<file path="src/rtl/alu_pkg.sv">
// Shared ALU opcode constants and default widths.
// Imported by the ALU arbiter and its round-robin sub-module.
package alu_pkg;

  localparam int ALU_DATA_W = 32;
  localparam int ALU_OP_W   = 4;

  localparam logic [3:0] ALU_NOP  = 4'b0000;
  localparam logic [3:0] ALU_AND  = 4'b0001;
  localparam logic [3:0] ALU_OR   = 4'b0010;
  localparam logic [3:0] ALU_ADDU = 4'b0011;
  localparam logic [3:0] ALU_XOR  = 4'b0100;
  localparam logic [3:0] ALU_NOR  = 4'b0101;
  localparam logic [3:0] ALU_SUBU = 4'b0110;
  localparam logic [3:0] ALU_SLT  = 4'b0111;
  localparam logic [3:0] ALU_SHL  = 4'b1000;
  localparam logic [3:0] ALU_SHR  = 4'b1001;
  localparam logic [3:0] ALU_SAR  = 4'b1010;
  localparam logic [3:0] ALU_ADD  = 4'b1011;
  localparam logic [3:0] ALU_SUB  = 4'b1100;

endpackage

</file>
<file path="src/rtl/alu_arbiter_rr_arb2.sv">
// Two-way round-robin arbiter with a single priority pointer flop.
// Pointer names the favoured requester; it moves to the loser on any grant.
module rr_arb2
  import alu_pkg::*;
(
  input  logic       clk,
  input  logic       rst_n,
  input  logic [1:0] i_elig,
  output logic [1:0] o_grant
);

  logic r_ptr;

  // Grant: lone eligible requester wins, ties go to the pointer.
  always_comb begin
    o_grant = 2'b00;
    unique case (i_elig)
      2'b01:   o_grant = 2'b01;
      2'b10:   o_grant = 2'b10;
      2'b11:   o_grant = r_ptr ? 2'b10 : 2'b01;
      default: o_grant = 2'b00;
    endcase
  end

  // Pointer moves to the non-granted requester; holds when idle.
  always_ff @(posedge clk or negedge rst_n) begin
    if (!rst_n)
      r_ptr <= 1'b0;
    else if (|o_grant)
      r_ptr <= o_grant[0];
  end

endmodule

</file>
<file path="src/rtl/alu_arbiter.sv">
// Shares one combinational ALU between execute (0) and branch unit (1).
// Optional grant counters enabled by defining ALU_ARB_PERF_EN.
module alu_arbiter
  import alu_pkg::*;
#(
  parameter int              DATA_W  = ALU_DATA_W,
  parameter int              OP_W    = ALU_OP_W,
  parameter logic [OP_W-1:0] OP_IDLE = OP_W'(ALU_NOP)
) (
  input  logic                clk,
  input  logic                rst_n,
  input  logic [1:0]          req_valid,
  output logic [1:0]          req_ready,
  input  logic [2*OP_W-1:0]   req_op,
  input  logic [2*DATA_W-1:0] req_rs,
  input  logic [2*DATA_W-1:0] req_rt,
  output logic [1:0]          resp_valid,
  input  logic [1:0]          resp_ready,
  output logic [2*DATA_W-1:0] resp_rd,
  output logic [1:0]          resp_zf,
  output logic [1:0]          resp_of,
  output logic [OP_W-1:0]     alu_op,
  output logic [DATA_W-1:0]   alu_rs,
  output logic [DATA_W-1:0]   alu_rt,
  input  logic [DATA_W-1:0]   alu_rd,
  input  logic                alu_zf,
  input  logic                alu_of,
  output logic [31:0]         perf_grant0,
  output logic [31:0]         perf_grant1
);

  logic [1:0]          w_elig;
  logic [1:0]          w_grant;
  logic [1:0]          r_vld;
  logic [2*DATA_W-1:0] r_rd;
  logic [1:0]          r_zf;
  logic [1:0]          r_of;

  // A full slot that is not draining blocks its requester.
  assign w_elig = req_valid & (~r_vld | resp_ready);

  rr_arb2 u_rr (
    .clk     (clk),
    .rst_n   (rst_n),
    .i_elig  (w_elig),
    .o_grant (w_grant)
  );

  assign req_ready  = w_grant;
  assign resp_valid = r_vld;
  assign resp_rd    = r_rd;
  assign resp_zf    = r_zf;
  assign resp_of    = r_of;

  // Route the granted requester's fields to the ALU.
  always_comb begin
    alu_op = OP_IDLE;
    alu_rs = '0;
    alu_rt = '0;
    unique case (1'b1)
      w_grant[0]: begin
        alu_op = req_op[0 +: OP_W];
        alu_rs = req_rs[0 +: DATA_W];
        alu_rt = req_rt[0 +: DATA_W];
      end
      w_grant[1]: begin
        alu_op = req_op[OP_W +: OP_W];
        alu_rs = req_rs[DATA_W +: DATA_W];
        alu_rt = req_rt[DATA_W +: DATA_W];
      end
      default: ;
    endcase
  end

  // Response slots: load on grant, else clear on drain, else hold.
  always_ff @(posedge clk or negedge rst_n) begin
    if (!rst_n) begin
      r_vld <= '0;
      r_rd  <= '0;
      r_zf  <= '0;
      r_of  <= '0;
    end else begin
      for (int i = 0; i < 2; i++) begin
        if (w_grant[i]) begin
          r_vld[i]                <= 1'b1;
          r_rd[i*DATA_W +: DATA_W] <= alu_rd;
          r_zf[i]                 <= alu_zf;
          r_of[i]                 <= alu_of;
        end else if (resp_ready[i]) begin
          r_vld[i] <= 1'b0;
        end
      end
    end
  end

`ifdef ALU_ARB_PERF_EN
  logic [31:0] r_perf0;
  logic [31:0] r_perf1;

  // Free-running grant counters; wrap naturally at 2^32.
  always_ff @(posedge clk or negedge rst_n) begin
    if (!rst_n) begin
      r_perf0 <= '0;
      r_perf1 <= '0;
    end else begin
      if (w_grant[0]) r_perf0 <= r_perf0 + 32'd1;
      if (w_grant[1]) r_perf1 <= r_perf1 + 32'd1;
    end
  end

  assign perf_grant0 = r_perf0;
  assign perf_grant1 = r_perf1;
`else
  assign perf_grant0 = '0;
  assign perf_grant1 = '0;
`endif

endmodule

</file>
<file path="config.mk">
export PLATFORM = sky130hd
export DESIGN_NAME = alu_arbiter
export DESIGN_NICKNAME = d
export VERILOG_FILES = /design/src/rtl/alu_pkg.sv /design/src/rtl/alu_arbiter_rr_arb2.sv /design/src/rtl/alu_arbiter.sv
export SDC_FILE = /design/constraint.sdc
export NUM_CORES = 1
export LEC_CHECK = 0
export ABC_CLOCK_PERIOD_IN_PS = 2000
export CORE_AREA = 2 2 148 150
export CTS_CLUSTER_DIAMETER = 80
export CTS_CLUSTER_SIZE = 25
export DETAILED_ROUTE_END_ITERATION = 10
export DIE_AREA = 0 0 150 152
export PLACE_DENSITY = 0.59
export SKIP_LAST_GASP = 1
export SLEW_MARGIN = 20
export SYNTH_ARGS = -nofsm -noshare
export SYNTH_HDL_FRONTEND = slang
export SYNTH_SLANG_ARGS = --single-unit
</file>
<file path="constraint.sdc">
create_clock -name clk -period 2 [get_ports clk]
set_input_delay 0.4 -clock clk [delete_from_list [all_inputs] [get_ports clk]]
set_output_delay 0.4 -clock clk [all_outputs]
set_load 0.05 [all_outputs]
</file>
Word-level counts from Yosys, hierarchy flattened
Cells that the tools add are included.
- equality and inequality tests: 3
- multipliers: 0
- reduce and logical (&&, ||, !) cells: 3
- muxes and demuxes: 9
- div/mod/pow operators: 0
- magnitude comparators: 0
- bitwise operators: 3
- shift operators: 0
- $add $sub $neg: 0
- operators by type and width (cell ; count):
    $pmux W32 S2 ; 2
    $pmux W4 S2 ; 1
    $pmux W2 S3 ; 1
    $eq A2 B2 Y1 const B ; 2
    $mux W1 ; 4
    $reduce_bool A2 Y1 ; 2
    $and A2 B2 Y2 ; 1
    $eq A2 B1 Y1 const B ; 1
    $mux W2 ; 1
    $not A2 Y2 ; 1
    $or A2 B2 Y2 ; 1
    $reduce_or A2 Y1 ; 1
- bits in writable memories: 0
- latch bits: 0
- bits of input ports: 176
- bits in registers: 71
- memories kept: 0
- memory bits (read-only): 0

Logic depth before layout (Yosys ltp)
Gate-level depths: netlist (run 1).
- depth in word-level cells: 6
- depth in mapped cells: 6

Hierarchy
Synthesis (run 1) repeated with hierarchy kept, for this count alone.
- cells, all modules: 305
- area, all modules: 3823.7 um^2
- modules (own cells, without submodules) (module ; area an instance (um^2) ; sequential area each (um^2) ; cells an instance ; times used):
    alu_arbiter ; 3769.9 ; 1751.7 ; 299 ; 1
    rr_arb2 ; 53.8 ; 25.0 ; 6 ; 1

Worst setup path before layout (run 1)
No wires, ideal clock.
- kind: register -> output
- from: register r_vld[0] (netlist: resp_valid[0])
- to: output alu_rs[18]
- required time: 1600 ps
- stages on the path, launching flop included: 6
- buffers on the path: 2
- data arrival time: 2367 ps
- path slack: -767 ps
- path through: dfrtp_1 nor2b_4 o311a_1 clkbuf_1 clkbuf_1 a22o_1
- cells in the longest elaborated chain, start to end: 6
- ends and longest elaborated chain (item ; line ; source):
    from (decl) ; alu_arbiter.sv:34 ; logic [1:0] r_vld;
    from (signal assigned) ; alu_arbiter.sv:78 ; r_vld <= '0;
    from (signal, indexed assignment) ; alu_arbiter.sv:85 ; r_vld[i] <= 1'b1;
    from (signal, indexed assignment) ; alu_arbiter.sv:90 ; r_vld[i] <= 1'b0;
    $not A2 Y2 * ; alu_arbiter.sv:40 ; assign w_elig = req_valid & (~r_vld | resp_ready);
    $or A2 B2 Y2 * ; alu_arbiter.sv:40 ;
    $and A2 B2 Y2 * ; alu_arbiter.sv:40 ;
    $eq A2 B2 Y1 or $eq A2 B1 Y1 (tied branches) ; alu_arbiter_rr_arb2.sv:17 ; unique case (i_elig)
    $pmux W2 S3 * ; alu_arbiter_rr_arb2.sv:17 ;
    named net req_ready[1] ; alu_arbiter.sv:13 ; output logic [1:0] req_ready,
    $pmux W32 S2 * ; alu_arbiter.sv:60 ; unique case (1'b1)
    to (decl) ; alu_arbiter.sv:23 ; output logic [DATA_W-1:0] alu_rs,
The timed path passes the listed nets; every way through them passes the cells marked *.

Worst setup path in the final report (run 1)
- from: register r_vld[0] (netlist: resp_valid[0])
- to: output alu_rt[9]
- cells in the longest elaborated chain, start to end: 6
- ends and longest elaborated chain (item ; line ; source):
    $not A2 Y2 * ; alu_arbiter.sv:40 ;
    $or A2 B2 Y2 * ; alu_arbiter.sv:40 ;
    $and A2 B2 Y2 * ; alu_arbiter.sv:40 ;
    $eq A2 B2 Y1 or $eq A2 B1 Y1 (tied branches) ; alu_arbiter_rr_arb2.sv:17 ;
    $pmux W2 S3 * ; alu_arbiter_rr_arb2.sv:17 ;
    $pmux W32 S2 * ; alu_arbiter.sv:60 ;
    to (decl) ; alu_arbiter.sv:24 ; output logic [DATA_W-1:0] alu_rt,
Mark *: on every way between the ends. The rest lies on a longest branch, timed or not.

==> out/metrics.yaml, run 1 <==
worst_setup_path:
  cp-end-kind: "output pin"
  path_max_fanout: 7
  critPathBufInv: 5
  cp.arrival_ps: 1990
  r2r_cells: 9
  critPathRequiredTime_ps: 1600
  crit_cells: 8
  critPathTopFamily: "buffers and inverters"
  worstSetupPathType: "reg -> out"
  slowest_delay_ps: 400
  cp_slowest_cell: "dfrtp_2"
  cp_cell_sequence: "nor2b_4, buf_6, a311oi_4, buf_4, buf_12, buf_6, a22o_4, buf_12"
  cp-start-kind: "register"
floorplanning:
  die_x_um: 150
  die_y_um: 152
  core_um2: 21400
  fp-row-count: 54
  start_util_pct: 18.2
  ios: 380
  dieArea_um2: 22800
global_routing:
  grt_pass1_vias: 4133
  grt_pass1_wl_um: 26900
  grt_max_degree: 72
  groute.usage.overall_pct: 15.9
  antenna_found_initial: 5
  grt_overflow: 0
power:
  p_per_area_nw_per_um2: 1060
  p_total_w: 0.00995
  ir_drop_v: 0.000814
  power.leakage_nw: 4.05
clocking:
  cts_root_buffer: "clkbuf_16"
  cts.sinks: 71
  htreeDepth: 3
  clk_pin_slew_ps: 60
  cts_buffers: 9
  clkLatencyLatePin_ps: 330
  cts_tree: "done"
  clockBufferDepth: 2
logic_synthesis:
  synth_cell_types: 18
  ys_seq_area_share_pct: 45.6
  syn_avg_cell_area_um2: 12.8
  syn_inst: 305
  synth_area_um2: 3890
  ys_seq_elements: 71
  yosys_warnings: 0
routing:
  firstDrtPassIters: 4
  vias: 3743
  drt_iter0_drc: 80
  wl_per_cell_um: 20.3
  drc_errors: 0
  drt-total-wl_um: 19100
  via_per_inst: 3.97
  antenna_left: 0
min_path:
  hp-class: "in -> async"
timing:
  slew_headroom_pct: 63.9
  fmax_mhz: 418
  slew_viol_final: 0
  skew_ps: 10.2
  setup_viol: 101
  tightest_slew_ps: 539
  hold_violations: 0
  timing.final.ws_setup_ps: -394
  rsz0062_at_grt: "true"
  fin_crit_sh_pct: 120
  fin_tns_setup_ps: -27760
  finalCriticalPeriod_ps: 2390
  fin_hold_ws_ps: 104
run_status:
  outcome: "finished, violations left"
  violations: "negative setup slack"
finish:
  area_growth_pct: 141
  layout-drive-gt1-share_pct: 41.9
  fin_cells: 942
  nNetsFinal: 829
  fillers: 1955
  fin_util_pct: 43.9
place:
  dpl.hpwl_um: 14800
  dp_cells: 897
  port_buffers: 315
  place.gp.congestion: 0.834
job:
  cap_violations: 0
-- cells in the mapped netlist, drive strengths merged --
library cell	instances	share of area, %
buf	85	17
dfrtp	71	46
a22o	68	15
mux2	68	20
clkbuf	2	0.19
inv	2	0.19
a21o	1	0.19
a311oi	1	0.39
a31oi	1	0.16
conb	1	0.096
nand2b	1	0.35
nor2b	1	0.35
o21ba	1	0.26
o311a	1	0.26
or2	1	0.16
-- metrics by stage --
step / setup WS [ps] / area [um2]
after floorplan: -67.1 / 4750
after global placement: -485 / 8520
after detailed placement: -458 / 8520
after CTS: -447 / 9080
after global routing: -481 / 9370
final: -394 / 9380
-- registers in the layout (all words and copies together), names as in the netlist --
signal / count
resp_valid: 2
u_rr.r_ptr: 1
resp_rd: 64
resp_of: 2
resp_zf: 2
-- cells in the final DEF (no fill, tap or decap) --
master and n:
dlymetal6s2s_1 4, clkinvlp_4 1, bufinv_16 1, clkinv_4 1, dlygate4sd2_1 1, clkbuf_8 2, buf_4 14, clkbuf_16 14
buf_8 5, buf_6 7, nor2b_4 1, o311a_4 1, conb_1 64, buf_16 8, or2_2 1, a21o_1 1
mux2_1 4, nand2b_4 1, diode_2 4, inv_2 1, a311oi_4 1, mux2_4 1, a22o_4 68, clkdlybuf4s50_1 238
buf_12 78, clkinv_2 2, dfrtp_2 3, o21ba_2 1, buf_2 1, mux2_2 63, a31oi_1 1, inv_1 1
dfrtp_1 68
-- layer usage --
layer	global-route usage, %	vias up	share of wire (%)	wire, um
li1	-	1703	-	-
met1	17.1	1842	36	6910
met2	29.7	184	55	10500
met3	6.07	12	8.4	1620
met4	2.47	2	0.53	101
met5	0	-	0.052	10
-- cell type report --
type / count / area (um2) / share of cell area (%)
tap: 280 / 350 / 3.74
clock buffer: 11 / 253 / 2.70
antenna: 4 / 10.0 / 0.107
inverter: 2 / 7.51 / 0.0801
timing repair buffer: 361 / 4610 / 49.2
sequential: 71 / 1780 / 19.0
multi-input combinational: 208 / 2310 / 24.6
clock inverter: 5 / 56.3 / 0.601
-- repair_timing --
action | in CTS | in global routing
pin swaps | 4 | 3
cloned | 5 | 5
buffers inserted | 7 | 8
resized for setup | 18 | 27
setup endpoints to repair | 95 | 128
hold buffers | 0 | 0
-- worst paths after layout --
| check | startpoint | to | slack, ps |
|---|---|---|---|
| setup / recovery | resp_valid[0]$_DFFE_PN0P_ | alu_rt[9] | -390 |
| hold / removal | rst_n | resp_rd[61]$_DFFE_PN0P_ | 100 |
| setup reg to reg | resp_valid[0]$_DFFE_PN0P_ | resp_rd[22]$_DFFE_PN0N_ | -80 |
| hold reg to reg | resp_rd[18]$_DFFE_PN0N_ | resp_rd[18]$_DFFE_PN0N_ | 490 |
| max in group asynchronous | rst_n | resp_valid[1]$_DFFE_PN0P_ | 1590 |
| min in group clk | resp_ready[1] | resp_valid[1]$_DFFE_PN0P_ | 380 |
-- logic make-up after synthesis --
family	synth area share, %
flops	45.6
simple gates	0.868
mux	19.7
compound gates	16.5
buf+inv	17.2
other cells	0.0963
-- where the power goes --
| part | total (W) | internal, W | switching, W |
|---|---|---|---|
| sequential | 0.00204 | 0.00182 | 0.000219 |
| clock | 0.00164 | 0.00103 | 0.000606 |
| combinational | 0.00627 | 0.00276 | 0.00350 |
| total | 0.00995 | 0.00562 | 0.00433 |
(Power assumes the default switching activity.)
==> run 2, diff against run 1 <==
--- a/config.mk
+++ b/config.mk
@@ -5,13 +5,14 @@
 export SDC_FILE = /design/constraint.sdc
 export NUM_CORES = 1
 export LEC_CHECK = 0
-export ABC_CLOCK_PERIOD_IN_PS = 2000
-export CORE_AREA = 2 2 148 150
+export ABC_CLOCK_PERIOD_IN_PS = 2200
+export CORE_AREA = 2 2 147 149
 export CTS_CLUSTER_DIAMETER = 80
 export CTS_CLUSTER_SIZE = 25
 export DETAILED_ROUTE_END_ITERATION = 10
-export DIE_AREA = 0 0 150 152
-export PLACE_DENSITY = 0.59
+export DIE_AREA = 0 0 149 151
+export PLACE_DENSITY = 0.62
+export SETUP_SLACK_MARGIN = 0.05
 export SKIP_LAST_GASP = 1
 export SLEW_MARGIN = 20
 export SYNTH_ARGS = -nofsm -noshare
==> constraint.sdc (replaced) <==
create_clock -name clk -period 2.2 [get_ports clk]
set_input_delay 0.44 -clock clk [delete_from_list [all_inputs] [get_ports clk]]
set_output_delay 0.44 -clock clk [all_outputs]
set_load 0.05 [all_outputs]
==> out/metrics.yaml, run 2 (synthesized netlist as in run 1, its figures left out) <==
run_status:
  outcome: "finished, violations left"
  violations: "negative setup slack"
routing:
  drt_iter0_drc: 73  # -8.8%
  drc_errors: 0  # unchanged
  firstDrtPassIters: 4  # unchanged
  vias: 3640  # -2.8%
  drt-total-wl_um: 16800  # -12%
  wl_per_cell_um: 18.3  # -9.7%
  via_per_inst: 3.97  # -0.21%
  antenna_left: 0  # unchanged
timing:
  timing.final.ws_setup_ps: -168  # +226 ps
  hold_violations: 0  # unchanged
  fmax_mhz: 422
  setup_viol: 68  # -33%
  slew_headroom_pct: 62.9  # -1.0 points
  skew_ps: 4.74  # -5.46 ps
  rsz0062_at_grt: "true"
  fin_tns_setup_ps: -9470  # +18290 ps
  finalCriticalPeriod_ps: 2370
  tightest_slew_ps: 555  # +15.6 ps
  fin_crit_sh_pct: 108
  fin_hold_ws_ps: 57.7  # -46.6 ps
  slew_viol_final: 0  # unchanged
min_path:
  hp-class: "in -> async"
global_routing:
  antenna_found_initial: 0  # -5
  grt_max_degree: 54  # -25%
  grt_pass1_vias: 4029  # -2.5%
  grt_use_met1_pct: 17.0  # -0.087 points
  grtUsageMet3_pct: 4.70  # -1.4 points
  grt_overflow: 0  # unchanged
  grt_busiest_layer: "met2"
  grt_pass1_wl_um: 24500  # -8.9%
  groute.usage.overall_pct: 14.6  # -1.3 points
  grt_util_met2_pct: 25.9  # -3.8 points
floorplanning:
  ios: 380  # unchanged
  core_um2: 20800  # -2.5%
  die_y_um: 151  # -0.66%
  die_x_um: 149  # -0.67%
  fp-row-count: 53  # -1.9%
  start_util_pct: 18.7  # +0.46 points
  dieArea_um2: 22500  # -1.3%
place:
  place.gp.congestion: 0.764  # -8.4%
  port_buffers: 315  # unchanged
  post_dp_cell_area_um2: 8140  # -4.4%
  dpl.hpwl_um: 13400  # -9.6%
finish:
  diodes: 0  # -4
  area_growth_pct: 126
  most-common-layout-cells: "240 x clkdlybuf4s50_1, 79 x buf_12, 68 x dfrtp_1"
  final_area_um2: 8810  # -6.1%
  layout-drive-gt1-share_pct: 40.1  # -1.8 points
  final_common_cell: "clkdlybuf4s50_1"
  nNetsFinal: 815  # -1.7%
  fin_util_pct: 42.3  # -1.6 points
  largest_register_ffs: 64  # unchanged
job:
  cap_violations: 0  # unchanged
clocking:
  clkLatencyLatePin_ps: 320  # about the same
  cts_buffers: 9  # unchanged
  clk_pin_slew_ps: 60  # about the same
  cts_tree: "done"
  htreeDepth: 3  # unchanged
  cts.sinks: 71  # unchanged
  clockBufferDepth: 2  # unchanged
  cts_root_buffer: "clkbuf_16"
power:
  p_total_w: 0.00852  # -14%
  ir_drop_v: 0.000746  # -8.4%
  power.leakage_nw: 3.75  # -7.5%
  p_per_area_nw_per_um2: 968  # -8.8%
worst_setup_path:
  cp-end-kind: "output pin"
  path_max_fanout: 21  # +14
  critPathRequiredTime_ps: 1760  # +160 ps
  worstSetupPathType: "reg -> out"
  cp-start-kind: "register"
  cp.arrival_ps: 1930  # -60 ps
run 2: cell types whose count changed in the layout (fill, tap and decap cells not counted), moves of 3 or more:
cell,change
buf_16,-5
clkbuf_16,-5
a22o_4,-24
dlymetal6s2s_1,-4
buf_4,-3
a22o_2,+24
diode_2,-4
buf_8,-4
run 2: timing repair:
item / 4_1_cts / 5_1_grt
buffers inserted: 6 / 0
hold buffers: 0 / 0
cloned: 3 / 0
pin swaps: 3 / 3
setup endpoints to repair: 71 / 70
resized for setup: 51 / 2
run 2: report_power, final:
part           internal [W]  total (W)  switching (W)
logic               0.00232    0.00542        0.00310
clock network      0.000752    0.00126       0.000509
registers           0.00166    0.00184       0.000185
run 2: critical path: stages (launching register included):
cell and delay, ps:
dfrtp_2 400, nor2b_4 150, o311a_4 390, buf_12 190, a22o_4 290, buf_12 150
run 2: stage by stage:
stage          cells  setup WS [ps]
2_1_floorplan    368           24.2
3_3_place_gp     895           -396
3_5_place_dp     895           -385
4_1_cts          919           -242
5_1_grt          918           -214
6_report         918           -168
run 2: per-layer routing:
metal | vias to the layer above | part of all wire, %
met5 | - | 0
met4 | 0 | 1.4
met3 | 15 | 8.6
met2 | 208 | 51
met1 | 1753 | 39
li1 | 1664 | -
run 2: cell type report:
class | count | area (um2)
inverter | 2 | 7.51
clock buffer | 11 | 233
sequential | 71 | 1780
fill | 1936 | 12000
tap | 275 | 344
timing repair buffer | 347 | 4300
multi-input combinational | 208 | 2120
clock inverter | 4 | 23.8
run 2: final timing paths:
kind | from | endpoint | depth (start not counted) | slack [ps]
worst max-delay path | resp_valid[0]$_DFFE_PN0P_ | alu_rt[25] | 5 | -170
worst min-delay path | rst_n | resp_rd[15]$_DFFE_PN0N_ | 1 | 60
worst max register to register | resp_valid[0]$_DFFE_PN0P_ | resp_rd[21]$_DFFE_PN0N_ | 6 | 280
worst min register to register | resp_rd[19]$_DFFE_PN0N_ | resp_rd[19]$_DFFE_PN0N_ | 1 | 490
max in group asynchronous | rst_n | resp_valid[0]$_DFFE_PN0P_ | 2 | 1490
min in group clk | resp_rd[19]$_DFFE_PN0N_ | resp_rd[19]$_DFFE_PN0N_ | 1 | 490
==> variant 1: new RTL, config.mk and constraints of run 1 <==
`ALU_OP_W`: 4 -> 3.
--- a/src/rtl/alu_pkg.sv
+++ b/src/rtl/alu_pkg.sv
@@ -3,7 +3,7 @@
 package alu_pkg;
 
   localparam int ALU_DATA_W = 32;
-  localparam int ALU_OP_W   = 4;
+  localparam int ALU_OP_W   = 3;
 
   localparam logic [3:0] ALU_NOP  = 4'b0000;
   localparam logic [3:0] ALU_AND  = 4'b0001;
Ports: changed (resized alu_op and req_op); port bits go from 380 to 377. No check against the original RTL was run, so the function may have changed too.
==> variant 1 against run 1 <==
  * The flow still finishes with violations (setup timing)
  * Highest routed layer is now met4
  * Count of clock-buffer cells in the layout is the same
  * Power grew 1.2%
  * Synthesized area shrank 1.0%
  * Worst setup slack gained 0.041 ns
  * Routed wire length shrank 2.6%
  * Cell area grew 0.97%
  * Sequential cell count is the same
  * Non-clock buffer count shrank 2
  * Critical path depth shrank 2
  * First-iteration DRC count shrank 14%
==> variant 1: results (changes against run 1) <==
GR Util met2=0.279 (was 0.297); worst min path class=flop to flop (was input port to asynchronous set/reset pin); Synth area leaders=dfrtp_1 46%, mux2_2 19%, a22o_1 15%, buf_4 14%, buf_2 1.3% (was dfrtp_1 46%, mux2_2 19%, a22o_1 15%, buf_4 14%, buf_6 2.0%); Post-Layout Cell Count=940 (was 942); CP max stage delay=about 0.39 ns; postcts setup bufs=13 (was 7); initial antenna violation count=6 (was 5); commonest cells in the netlist=74 x buf_4, 71 x dfrtp_1, 67 x a22o_1 (was 74 x buf_4, 71 x dfrtp_1, 68 x a22o_1); gr usage total=0.155 (was 0.159); # placed instances=886 (was 897); pre-CTS WS=-0.478 ns (was -0.458 ns); RR Endpoint=resp_rd[10] (was resp_rd[22]); Slew HR=0.632 (was 0.639); M1 WL=6.92 mm (was 6.91 mm); multi-input gates=207 (was 208); Layout Utilization=0.443 (was 0.439); Cell Pwr Density=1060 nW/um2 (about the same); failing checks=setup timing (unchanged); sequential share of cell area=0.188 (was 0.190); multiplexer area fraction after synthesis=0.200 (was 0.197); met3 wire len=1.56 mm (was 1.62 mm); Worst Setup Slack, final=-0.353 ns (was -0.394 ns); nonclk buf count=359 (was 361); number of antenna diodes=5 (was 4); max reg flops=64 (unchanged); first-pass GRT wire length=26.3 mm (was 26.9 mm); Comb power=6.31 mW (was 6.27 mW); placed cell areas=8050 um2 (was 8520 um2); largest net degree at the start of global routing=47 (was 72); IO buf count=312 (was 315); sequential share of the synthesized area=0.461 (was 0.456); Clk power=1.73 mW (was 1.64 mW); gp weighted congestion=0.745 (was 0.834); hold slack final=0.504 ns (was 0.104 ns); clk buf depth=2 (unchanged); Final nets=824 (was 829); met2 WL=9.69 mm (was 10.5 mm); Psw=4.29 mW (was 4.33 mW); Routed WL per cell=19.8 um (was 20.3 um); M1 GR Usage=0.173 (was 0.171); leakage=4.06 nW (was 4.05 nW); met3 Use GR=0.0520 (was 0.0607); # setup viols final=98 (was 101); CP arrival=1.95 ns (was 1.99 ns); Via-to-Cell Ratio=4.03 (was 3.97); vias in the first global route=4056 (was 4133); Setup TNS=-22.75 ns (was -27.76 ns); signal buffers share of area=0.497 (was 0.492); Post-Syn Area per Cell=12.7 um2 (was 12.8 um2); share of cells above drive strength 1=0.427 (was 0.419); Max rail drop VDD=0.951 mV (was 0.814 mV); status=complete, but fails checks (unchanged)
## variant 1: cell types whose count changed after synthesis
cell and change:
buf_2 +6, buf_6 -5, mux2_1 -3, clkbuf_1 -2, mux2_2 +2, a22o_1 -1
mux2_4 +1
## variant 1: cell families (layout without fill, tap and decap cells)
| logic type | count (synthesis) | count (layout) |
|---|---|---|
| buffers and inverters | 88 | 377 |
| AOI/OAI and AO/OA | 72 | 72 |
| DFF | 71 | 71 |
| muxes | 68 | 68 |
| and+or+nand+nor | 3 | 3 |
| other | 1 | 69 |
## variant 1: worst max-delay path by stage
stage | end | slack [ns] | cells past startpoint
2_1_floorplan | alu_op[1] | -0.07 | 5
3_3_place_gp | alu_rt[3] | -0.45 | 6
3_5_place_dp | alu_rt[18] | -0.48 | 6
4_1_cts | alu_rs[5] | -0.42 | 6
5_1_grt | alu_op[0] | -0.41 | 6
6_report | alu_rt[28] | -0.35 | 6
==> variant 2: new RTL, config.mk and constraints of run 1 <==
Without the edit above. Add a define of `ALU_ARB_PERF_EN`.
--- a/src/rtl/alu_arbiter.sv
+++ b/src/rtl/alu_arbiter.sv
@@ -1,5 +1,7 @@
 // Shares one combinational ALU between execute (0) and branch unit (1).
 // Optional grant counters enabled by defining ALU_ARB_PERF_EN.
+`define ALU_ARB_PERF_EN
+
 module alu_arbiter
   import alu_pkg::*;
 #(
Check against the original RTL: not equivalent (a bounded check fails within 4 cycles, from zero or initial values and one cycle with rst_n low).
==> variant 2 against run 1 <==
  * Highest routed layer unchanged
  * Routed wire length grew 48%
  * The flow still finishes with violations (setup timing)
  * Via count grew 74%
  * Cell area grew 30%
  * Sequential cell count grew 64
  * Core utilization grew 13 points
  * Synthesized area grew 60%
  * Power grew 31%
  * Clock skew grew 0.00081 ns
  * Synthesized cell count grew 110%
  * Critical path type unchanged
  * Worst setup slack gained 0.028 ns
  * Sequential power grew 78%
  * Worst hold slack gained 0.33 ns
  * First-iteration DRC count grew to 4.3 times the old value
  * Largest power group unchanged
==> variant 2: results (changes against run 1) <==
fraction of synthesized cell area in xor and xnor cells=0.0870 (was 0); RR Endpoint=perf_grant0[30] (was resp_rd[22]); pre-CTS WS=-0.582 ns (was -0.458 ns); CTS buffer count=17 (was 9); register area=3390 um2 (was 1780 um2); failing checks=setup timing (unchanged); crit-path max FO=14 (was 7); worst skew pair latency=0.43 ns (was 0.33 ns); number of antenna diodes=7 (was 4); # setup viols final=80 (was 101); Post-Syn Area per Cell=9.77 um2 (was 12.8 um2); status=complete, but fails checks (unchanged); multi-input gates=468 (was 208); flop2flop setup slack=-0.11 ns (was -0.08 ns); fillers=1893 (was 1955); sequential share of the synthesized area=0.541 (was 0.456); share of cells above drive strength 1=0.308 (was 0.419); Sink Count=135 (was 71); CP arrival=1.97 ns (was 1.99 ns); Layout Skew=0.0110 ns (was 0.0102 ns); # placed instances=1320 (was 897); sequential share of cell area=0.278 (was 0.190); gp weighted congestion=0.849 (was 0.834); drt first-iter violations=341 (was 80); Worst Setup Slack, final=-0.366 ns (was -0.394 ns); fraction of area in multi-input gates=0.278 (was 0.246); initial antenna violation count=12 (was 5); leakage=6.04 nW (was 4.05 nW); clk tree area frac=0.0512 (was 0.0330); vias in the first global route=6559 (was 4133); H-tree levels=4 (was 3); Post-Layout Cell Count=1372 (was 942); post-synthesis cell type count=36 (was 18); internal power=7.42 mW (was 5.62 mW); nonclk buf count=444 (was 361); first-pass GRT wire length=41.0 mm (was 26.9 mm); commonest cells in the netlist=234 x nand2_1, 135 x dfrtp_1, 68 x a22o_1 (was 74 x buf_4, 71 x dfrtp_1, 68 x a22o_1); Post-Syn Area=6240 um2 (was 3890 um2); Via-to-Cell Ratio=4.73 (was 3.97); Synth area leaders=dfrtp_1 54%, nand2_1 14%, a22o_1 9.5%, xnor2_1 5.6%, xor2_1 3.1% (was dfrtp_1 46%, mux2_2 19%, a22o_1 15%, buf_4 14%, buf_6 2.0%)
[variant 2: cell count changes after synthesis, moves of 11 or more]
| cell | delta |
|---|---|
| buf_4 | -74 |
| clkbuf_1 | +24 |
| dfrtp_1 | +64 |
| mux2_2 | -64 |
| nand2_1 | +234 |
| nand3_1 | +28 |
| nand4_1 | +11 |
| nor2_1 | +14 |
| xnor2_1 | +40 |
| xor2_1 | +22 |
[variant 2: routing by layer]
metal  up-vias  wire, um  global-route usage
li1       3048         -                   -
met1      3119     11200               0.292
met2       275     13800               0.402
met3        50      2400              0.0787
met4         4       877              0.0975
met5         -        22                   0
[variant 2: worst min path at each step]
stage	startpoint	end	slack, ns	cells past startpoint
finish	rst_n	resp_rd[27]	0.43	2
global route	rst_n	resp_rd[27]	0.47	2
CTS	rst_n	resp_rd[27]	0.44	2
detailed placement	rst_n	resp_rd[27]	0.33	1
global placement	rst_n	resp_rd[27]	0.33	1
floorplan	rst_n	perf_grant0[0]	0.10	0
